--- config.mk ---
export PLATFORM = sky130hd
export DESIGN_NAME = log_range_reducer_flat
export DESIGN_NICKNAME = d
export VERILOG_FILES = /design/src/rtl/log_range_reducer_if.sv /design/src/rtl/log_range_reducer.sv /design/src/flat_wrapper.sv
export SDC_FILE = /design/constraint.sdc
export NUM_CORES = 1
export LEC_CHECK = 0
export BUFFER_PORTS_ARGS = -buffer_cell sky130_fd_sc_hd__buf_2
export CORE_ASPECT_RATIO = 0.7
export CORE_MARGIN = 2
export CORE_UTILIZATION = 40
export CTS_CLUSTER_SIZE = 8
export DETAILED_ROUTE_END_ITERATION = 10
export HOLD_SLACK_MARGIN = 0.08
export PLACE_DENSITY = 0.73
export SYNTH_ARGS = -nofsm -noshare
export SYNTH_HDL_FRONTEND = slang
export SYNTH_SLANG_ARGS = --single-unit
export TNS_END_PERCENT = 50
--- constraint.sdc ---
create_clock -name clk -period 1.8 [get_ports clk]
set_input_delay 0.54 -clock clk [delete_from_list [all_inputs] [get_ports clk]]
set_output_delay 0.54 -clock clk [all_outputs]
set_load 0.02 [all_outputs]
--- src/rtl/log_range_reducer_if.sv ---
// Operand/result bus between the raw-operand source, the range reducer and the log core.
// The slave modport is the reducer side; the master modport is the operand source / core side.
interface log_range_reducer_if #(
    parameter int IN_W   = 16,
    parameter int FRAC_W = 10,
    parameter int OUT_W  = 14,
    parameter int EXP_W  = 4
);
    logic [IN_W-1:0]  in_data;
    logic             in_valid;
    logic             in_ready;
    logic [OUT_W-1:0] x0;
    logic [EXP_W-1:0] exp;
    logic             start;
    logic             busy;
    logic             err;

    modport master (
        output in_data, in_valid,
        input  in_ready, x0, exp, start, busy, err
    );

    modport slave (
        input  in_data, in_valid,
        output in_ready, x0, exp, start, busy, err
    );
endinterface

--- src/rtl/log_range_reducer.sv ---
// Normalises a raw unsigned operand to a 4.FRAC_W mantissa in [1,2) plus exponent for the log core.
// Build macro LOG_RR_ROUND_EN: round-half-up the mantissa instead of truncating.
module log_range_reducer #(
    parameter int IN_W   = 16,
    parameter int FRAC_W = 10,
    parameter int OUT_W  = 14,
    parameter int EXP_W  = 4
) (
    input  logic               clk,
    input  logic               reset,
    log_range_reducer_if.slave bus
);
    typedef enum logic [1:0] {IDLE, SHIFT, EMIT} state_t;

    localparam logic [EXP_W-1:0] CNT_TOP = EXP_W'(IN_W - 1);

    state_t           state, state_n;
    logic [IN_W-1:0]  shreg, shreg_n;
    logic [EXP_W-1:0] cnt, cnt_n;
    logic [EXP_W-1:0] exp_q, exp_n, mant_e;
    logic [OUT_W-1:0] x0_q, x0_n;
    logic             err_q, err_n;
    logic [FRAC_W:0]  mant_t, mant_x;

    assign mant_t = shreg[IN_W-1 -: FRAC_W+1];

`ifdef LOG_RR_ROUND_EN
    // Round bit sits just below the kept field; absent when the operand is too narrow.
    localparam int RIDX = IN_W - 2 - FRAC_W;
    localparam int RSEL = (RIDX >= 0) ? RIDX : 0;

    logic              rbit;
    logic [FRAC_W+1:0] mant_r;

    assign rbit   = (RIDX >= 0) ? shreg[RSEL] : 1'b0;
    assign mant_r = {1'b0, mant_t} + {{(FRAC_W+1){1'b0}}, rbit};

    always_comb begin
        mant_x = mant_r[FRAC_W:0];
        mant_e = cnt;
        if (mant_r[FRAC_W+1]) begin
            if (cnt == CNT_TOP) begin
                mant_x = '1;
            end else begin
                mant_x = {1'b1, {FRAC_W{1'b0}}};
                mant_e = cnt + EXP_W'(1);
            end
        end
    end
`else
    assign mant_x = mant_t;
    assign mant_e = cnt;
`endif

    always_comb begin
        state_n = state;
        shreg_n = shreg;
        cnt_n   = cnt;
        x0_n    = x0_q;
        exp_n   = exp_q;
        err_n   = 1'b0;
        case (state)
            IDLE: begin
                if (bus.in_valid) begin
                    shreg_n = bus.in_data;
                    cnt_n   = CNT_TOP;
                    if (bus.in_data == '0) begin
                        err_n = 1'b1;
                    end else begin
                        state_n = SHIFT;
                    end
                end
            end
            SHIFT: begin
                if (shreg[IN_W-1]) begin
                    x0_n    = {{(OUT_W-FRAC_W-1){1'b0}}, mant_x};
                    exp_n   = mant_e;
                    state_n = EMIT;
                end else begin
                    shreg_n = shreg << 1;
                    cnt_n   = cnt - EXP_W'(1);
                end
            end
            EMIT:    state_n = IDLE;
            default: state_n = IDLE;
        endcase
    end

    always_ff @(posedge clk or negedge reset) begin
        if (!reset) begin
            state <= IDLE;
        end else begin
            state <= state_n;
        end
    end

    always_ff @(posedge clk or negedge reset) begin
        if (!reset) begin
            shreg <= '0;
            cnt   <= '0;
            x0_q  <= '0;
            exp_q <= '0;
            err_q <= 1'b0;
        end else begin
            shreg <= shreg_n;
            cnt   <= cnt_n;
            x0_q  <= x0_n;
            exp_q <= exp_n;
            err_q <= err_n;
        end
    end

    assign bus.in_ready = (state == IDLE);
    assign bus.busy     = (state != IDLE);
    assign bus.start    = (state == EMIT);
    assign bus.x0       = x0_q;
    assign bus.exp      = exp_q;
    assign bus.err      = err_q;
endmodule

--- src/flat_wrapper.sv ---
// flat-port wrapper written by rule: the top's interface ports become plain ports
module log_range_reducer_flat 
#(
    parameter int IN_W   = 16,
    parameter int FRAC_W = 10,
    parameter int OUT_W  = 14,
    parameter int EXP_W  = 4
)
  (clk, reset, bus_in_data, bus_in_valid, bus_in_ready, bus_x0, bus_exp, bus_start, bus_busy, bus_err);
  log_range_reducer_if #(.IN_W(IN_W), .FRAC_W(FRAC_W), .OUT_W(OUT_W), .EXP_W(EXP_W)) bus_i ();
  input  logic clk;
  input  logic reset;
  input wire logic [$bits(bus_i.in_data)-1:0] bus_in_data;
  input wire logic [$bits(bus_i.in_valid)-1:0] bus_in_valid;
  output wire logic [$bits(bus_i.in_ready)-1:0] bus_in_ready;
  output wire logic [$bits(bus_i.x0)-1:0] bus_x0;
  output wire logic [$bits(bus_i.exp)-1:0] bus_exp;
  output wire logic [$bits(bus_i.start)-1:0] bus_start;
  output wire logic [$bits(bus_i.busy)-1:0] bus_busy;
  output wire logic [$bits(bus_i.err)-1:0] bus_err;
  assign bus_i.in_data = bus_in_data;
  assign bus_i.in_valid = bus_in_valid;
  assign bus_in_ready = bus_i.in_ready;
  assign bus_x0 = bus_i.x0;
  assign bus_exp = bus_i.exp;
  assign bus_start = bus_i.start;
  assign bus_busy = bus_i.busy;
  assign bus_err = bus_i.err;
  log_range_reducer #(.IN_W(IN_W), .FRAC_W(FRAC_W), .OUT_W(OUT_W), .EXP_W(EXP_W)) u_core (.clk(clk), .reset(reset), .bus(bus_i));
endmodule
==> results of run 1 <==
==> worst max-delay path, cell delays in order (launching register included) <==
cell	delay (ns)
dfrtp_1	0.48
nor2_1	0.21
inv_1	0.05
buf_2	0.15
==> logic make-up after synthesis <==
group | count (synthesis) | share of synthesized area (%)
simple gates | 24 | 9.705
fa+ha+maj | 1 | 0.7580
buf+inv | 14 | 5.534
other cells | 1 | 0.2272
flops | 38 | 57.62
mux | 11 | 7.506
compound gates | 41 | 18.65
==> metrics by stage <==
| stage | area (sq um) | util [%] |
|---|---|---|
| 6_report | 2002 | 50.73 |
| 5_1_grt | 2002 | 50.73 |
| 4_1_cts | 2002 | 50.73 |
| 3_5_place_dp | 1893 | 47.97 |
| 3_3_place_gp | 1893 | 47.97 |
| 2_1_floorplan | 1658 | - |
==> power by group through the flow <==
stage / clock (mW) / sequential [mW] / combinational (mW)
final: 0.702 / 1.46 / 1.41
after detailed placement: 0 / 1.47 / 1.41
after global placement: 0 / 1.45 / 1.39
after floorplan: 0 / 1.58 / 0.913
after global routing: 0.762 / 1.50 / 1.54
after CTS: 0.726 / 1.46 / 1.43
==> area by class of cell <==
type                       count  area (sq um)  share of cell area, %
multi-input combinational     80         615.6                  30.75
timing repair buffer          43         242.7                  12.13
sequential                    38         950.9                  47.50
tap                           52         65.06                  3.250
inverter                       5         18.77                 0.9375
clock inverter                 3         40.04                  2.000
clock buffer                   5         68.82                  3.438
==> state kept, by name, indices dropped and copies added (netlist names) <==
| name | count |
|---|---|
| u_core.bus.err | 1 |
| u_core.bus.exp | 4 |
| u_core.bus.x0 | 11 |
| u_core.cnt | 4 |
| u_core.shreg | 16 |
| u_core.state | 2 |
==> worst paths after layout <==
check	to	depth (start not counted)	slack (ns)
max	bus_busy	3	0.08
min	u_core.state[0]	1	0.18
max reg2reg	u_core.shreg[2]	4	0.27
min reg2reg	u_core.bus.x0[10]	1	0.47
max in group asynchronous	u_core.bus.x0[5]	2	1.17
min in group clk	u_core.bus.x0[10]	1	0.47
==> routing by layer <==
layer,track usage [%],up-vias,wire (um)
met5,0,-,0
met4,7.990,0,72
met3,5.452,7,259
met2,22.38,42,1382
met1,21.52,582,1561
li1,-,555,-
==> cell usage in the layout (no fill, tap or decap), drive strengths merged, types with 2 or more instances in the layout <==
master,n
buf,43
dfrtp,38
a21o,14
a22o,14
mux2,11
inv,5
a21oi,5
clkbuf,5
nor2,5
o21ai,5
nand2,4
nor4,4
conb,3
nor3,3
nor3b,2
and3,2
clkinv,2
==> run metrics, run 1 <==
status=completed; DRT iter0 DRCs=52; Synth Flop Type=dfrtp_1; Worst Setup Start Kind=flop; I/O pin count=41; Fin. Hold Viols=0; CTS H-tree lvls=2; Cells after DPL=218; starting density of the core=41.82%; area growth from synthesis to layout=21.30%; DR DRC count=0; crit path capture type=primary output; Max Fclk=0.5805 GHz; CTS max path bufs=2; final setup TNS=0 ns; crit-path max FO=7; P_sw=1.293 mW; critical path class=flop to primary output; antenna violations before repair=0; Slew Viols, Final=0; Yosys warnings=0; Final setup viols=0; post-synthesis cell type count=30; top cells by instance count after synthesis=dfrtp_1 (38), a21o_1 (13), a22o_1 (12); CTS tree=built; setup ws final=0.07740 ns; total chip power=3.567 mW; Worst Hold Class=input pin to asynchronous set/reset pin; largest net degree at the start of global routing=23; Final min period=1.723 ns; WP data arrival=1.18 ns; gpl congestion=0.8519; Int Power=2.273 mW; number of global-route vias before repair=1109; Non-Filler Instances=226; post-cts resize count=0; ANT cells=0; die height=57.74 um; sequential fraction of the synthesis area=57.62%; clock share of power=19.7%; Avg WL per Cell=14.50 um; Synth Register Bits=38; first-pass GRT wire length=5347 um; RSZ-0062 raised after global routing=no; gr ovfl total=0; Clock Tree Root=clkbuf_8; Synth top area share=57.62%; ratio of cells with drive above 1 in the final layout=40.80%; clock slew at reported path FFs=0.07 ns; latest clock arrival within the worst-skew pair=0.29 ns; ANT nets after route=0; dpl ws=0.1735 ns; DR vias=1186; cts bufs inserted=5; Sw Ratio=36.26%; vias per cell=5.248; Leakage=1.023 nW; drt total wl=3276 um; Syn Inst Count=130; overall global routing resource usage=15.76%; R2R Path Start=u_core.state[0]; crit path launch=u_core.state[1]; Max IR drop VDD=759.5 uV; # fillers=359; Die X=80.77 um; # Post-CTS Setup Buffers=0; pwr dens=1782 mW/mm^2; most common cell in the netlist=dfrtp_1; Sequential Power Share=40.8%; TritonCTS Sinks=38; asr flop ratio synth=100.0%; Avg Cell Area, Syn=12.69 sq um; IO buf count=37; CTS Hold Buffers Added=0; Hold Slack=0.1753 ns; fin crit share=95.70%; leading area contributor after synthesis=dfrtp_1; # Max-Cap Violations=0; skew final=0.004285 ns; share of total power in combinational logic=39.5%; die area=0.004664 sq mm; drt first pass iters=4; Core Rows=19; synth top area cells=dfrtp_1 (58%), mux2_2 (7.5%), a22o_1 (6.4%); post-detailed-placement half-perimeter wirelength=2437 um; EDFF count, synth=0; Cell Area, Synth=0.001650 sq mm; Worst Path Required=1.26 ns; net total in the final layout=193; core area=0.003946 sq mm
(Power assumes the default switching activity.)
==> inputs of run 2 (changes only) <==
--- a/config.mk
+++ b/config.mk
@@ -13,6 +13,7 @@
 export DETAILED_ROUTE_END_ITERATION = 10
 export HOLD_SLACK_MARGIN = 0.08
 export PLACE_DENSITY = 0.73
+export REMOVE_ABC_BUFFERS = 1
 export SYNTH_ARGS = -nofsm -noshare
 export SYNTH_HDL_FRONTEND = slang
 export SYNTH_SLANG_ARGS = --single-unit
==> run 2 against run 1 <==
Via count down 1.4%. Count of clock-buffer cells in the layout up 2. Sequential cell count unchanged. Die area unchanged. Cell area down 1.5%. Final cell count down 0.44%. Register-to-register slack worse by 0.06 ns. Core utilization down 0.76 points. Non-clock buffer count unchanged. Worst hold slack better by 0.018 ns. Maximum frequency down 0.51%. Largest cell class unchanged. Largest power group unchanged.
==> run metrics, run 2 (same netlist as run 1, synthesis figures left out) <==
post-detailed-placement half-perimeter wirelength=2472 um (was 2437 um); # Post-CTS Setup Buffers=0 (unchanged); vias per cell=5.196 (was 5.248); Max Fclk=0.5776 GHz (was 0.5805 GHz); WP data arrival=1.19 ns (was 1.18 ns); DR DRC count=0 (unchanged); net total in the final layout=193 (unchanged); first-pass GRT wire length=5485 um (was 5347 um); Int Power=2.126 mW (was 2.273 mW); CTS tree=built (unchanged); drt total wl=3384 um (was 3276 um); Avg WL per Cell=15.04 um (was 14.50 um); number of global-route vias before repair=1132 (was 1109); most frequent cells in the layout=dfrtp_1 (38), buf_2 (37), a21o_1 (13) (unchanged); clock share of power=16.1% (was 19.7%); die area=0.004664 sq mm (unchanged); starting density of the core=41.82% (unchanged); total chip power=3.417 mW (was 3.567 mW); Core Rows=19 (unchanged); die height=57.74 um (unchanged); RSZ-0062 raised after global routing=no (unchanged); gr ovfl total=0 (unchanged); Final setup viols=0 (unchanged); most common cell after layout, fill and taps aside=dfrtp_1 (unchanged); Biggest register=u_core.shreg (unchanged); status=completed (unchanged); Clock Tree Root=clkbuf_8 (unchanged); Sequential Power Share=43.0% (was 40.8%); skew final=0.002894 ns (was 0.004285 ns); DRT iter0 DRCs=22 (was 52); Die X=80.77 um (unchanged); gpl congestion=0.7722 (was 0.8519); Slew @ Worst Pin=0.5924 ns; ANT cells=0 (unchanged); crit path capture type=primary output (unchanged); ANT nets after route=0 (unchanged); Final min period=1.731 ns (was 1.723 ns); CTS H-tree lvls=2 (unchanged); I/O pin count=41 (unchanged); Worst Hold Class=input pin to asynchronous set/reset pin (unchanged); Max IR drop VDD=821.7 uV (was 759.5 uV); # Max-Cap Violations=0 (unchanged); Worst Setup Start Kind=flop (unchanged); Sw Ratio=37.77% (was 36.26%); ratio of cells with drive above 1 in the final layout=39.88% (was 40.80%); DR vias=1169 (was 1186); final setup TNS=0 ns (unchanged); latest clock arrival within the worst-skew pair=0.28 ns (was 0.29 ns); Fin. Hold Viols=0 (unchanged); P_sw=1.291 mW (was 1.293 mW); TritonCTS Sinks=38 (unchanged); clock slew at reported path FFs=0.07 ns (about the same); Rel. slew slack=60.47%; drt first pass iters=4 (unchanged); pwr dens=1733 mW/mm^2 (was 1782 mW/mm^2); Slew Viols, Final=0 (unchanged); critical path class=flop to primary output (unchanged); Leakage=1.005 nW (was 1.023 nW); share of total power in combinational logic=40.9% (was 39.5%); # fillers=388 (was 359); fin crit share=96.19% (was 95.70%); antenna violations before repair=0 (unchanged); Worst Path Required=1.26 ns (about the same); crit-path max FO=7 (unchanged); cts bufs inserted=5 (unchanged); CTS max path bufs=2 (unchanged); largest net degree at the start of global routing=21 (was 23); overall global routing resource usage=15.95% (was 15.76%); IO buf count=37 (unchanged); max reg flops=16 (unchanged); core area=0.003946 sq mm (unchanged); area growth from synthesis to layout=19.48% (was 21.30%)
==> run 2: changes by cell type in the layout (fill, tap and decap cells not counted), sizes merged <==
cell,change
bufinv,-1
clkbuf,+2
clkinv,-2
==> run 2: final cells by class <==
class	instances	area, sq um	area share, %
flip-flops and latches	38	950.9	48.22
multi-input cells	80	618.1	31.35
repair buffers	43	242.7	12.31
clock buffers	7	76.32	3.871
well taps	52	65.06	3.299
inverters	5	18.77	0.9518
==> run 2: metrics by stage <==
| step | instances | setup slack, ns | instance area (sq um) | utilization [%] | hold WS [ns] |
|---|---|---|---|---|---|
| after floorplan | 123 | 0.1764 | 1585 | - | 0.2444 |
| after global placement | 218 | 0.2026 | 1893 | 47.97 | 0.4489 |
| after detailed placement | 218 | 0.1772 | 1893 | 47.97 | 0.4519 |
| after CTS | 225 | 0.03660 | 1969 | 49.90 | 0.2049 |
| after global routing | 225 | 0.01058 | 1972 | 49.97 | 0.2139 |
| final | 225 | 0.06865 | 1972 | 49.97 | 0.1930 |
==> run 2: power groups by stage <==
stage	registers (mW)	logic, mW	clock network, mW
floorplan	1.58	0.820	0
global placement	1.45	1.37	0
detailed placement	1.47	1.41	0
CTS	1.46	1.42	0.564
global route	1.52	1.53	0.605
finish	1.47	1.40	0.550
==> run 2: critical path: stages, from the launching register on <==
cell     delay (ns)
dfrtp_1        0.50
nor2_2         0.20
inv_1          0.05
buf_2          0.15
==> run 2: metal layers <==
layer	track usage [%]	wire length, um	vias up
li1	-	-	545
met1	22.19	1619	589
met2	23.21	1541	29
met3	6.542	181	6
met4	4.358	40	0
met5	0	0	-
==> run 2: worst paths after layout <==
path / start / endpoint / slack, ns / depth (start not counted)
worst min register to register: u_core.bus.x0[10] / u_core.bus.x0[10] / 0.47 / 1
min in group clk: u_core.bus.x0[10] / u_core.bus.x0[10] / 0.47 / 1
worst min-delay path: reset / u_core.cnt[3] / 0.19 / 1
worst max-delay path: u_core.state[1] / bus_busy / 0.07 / 3
worst max register to register: u_core.state[0] / u_core.shreg[14] / 0.21 / 4
max in group asynchronous: reset / u_core.bus.x0[2] / 1.15 / 2
==> run 2: what timing repair did <==
item / 4_1_cts / 5_1_grt
hold buffers: 0 / 0
setup endpoints to repair: 0 / 2
gates resized for setup: 0 / 1
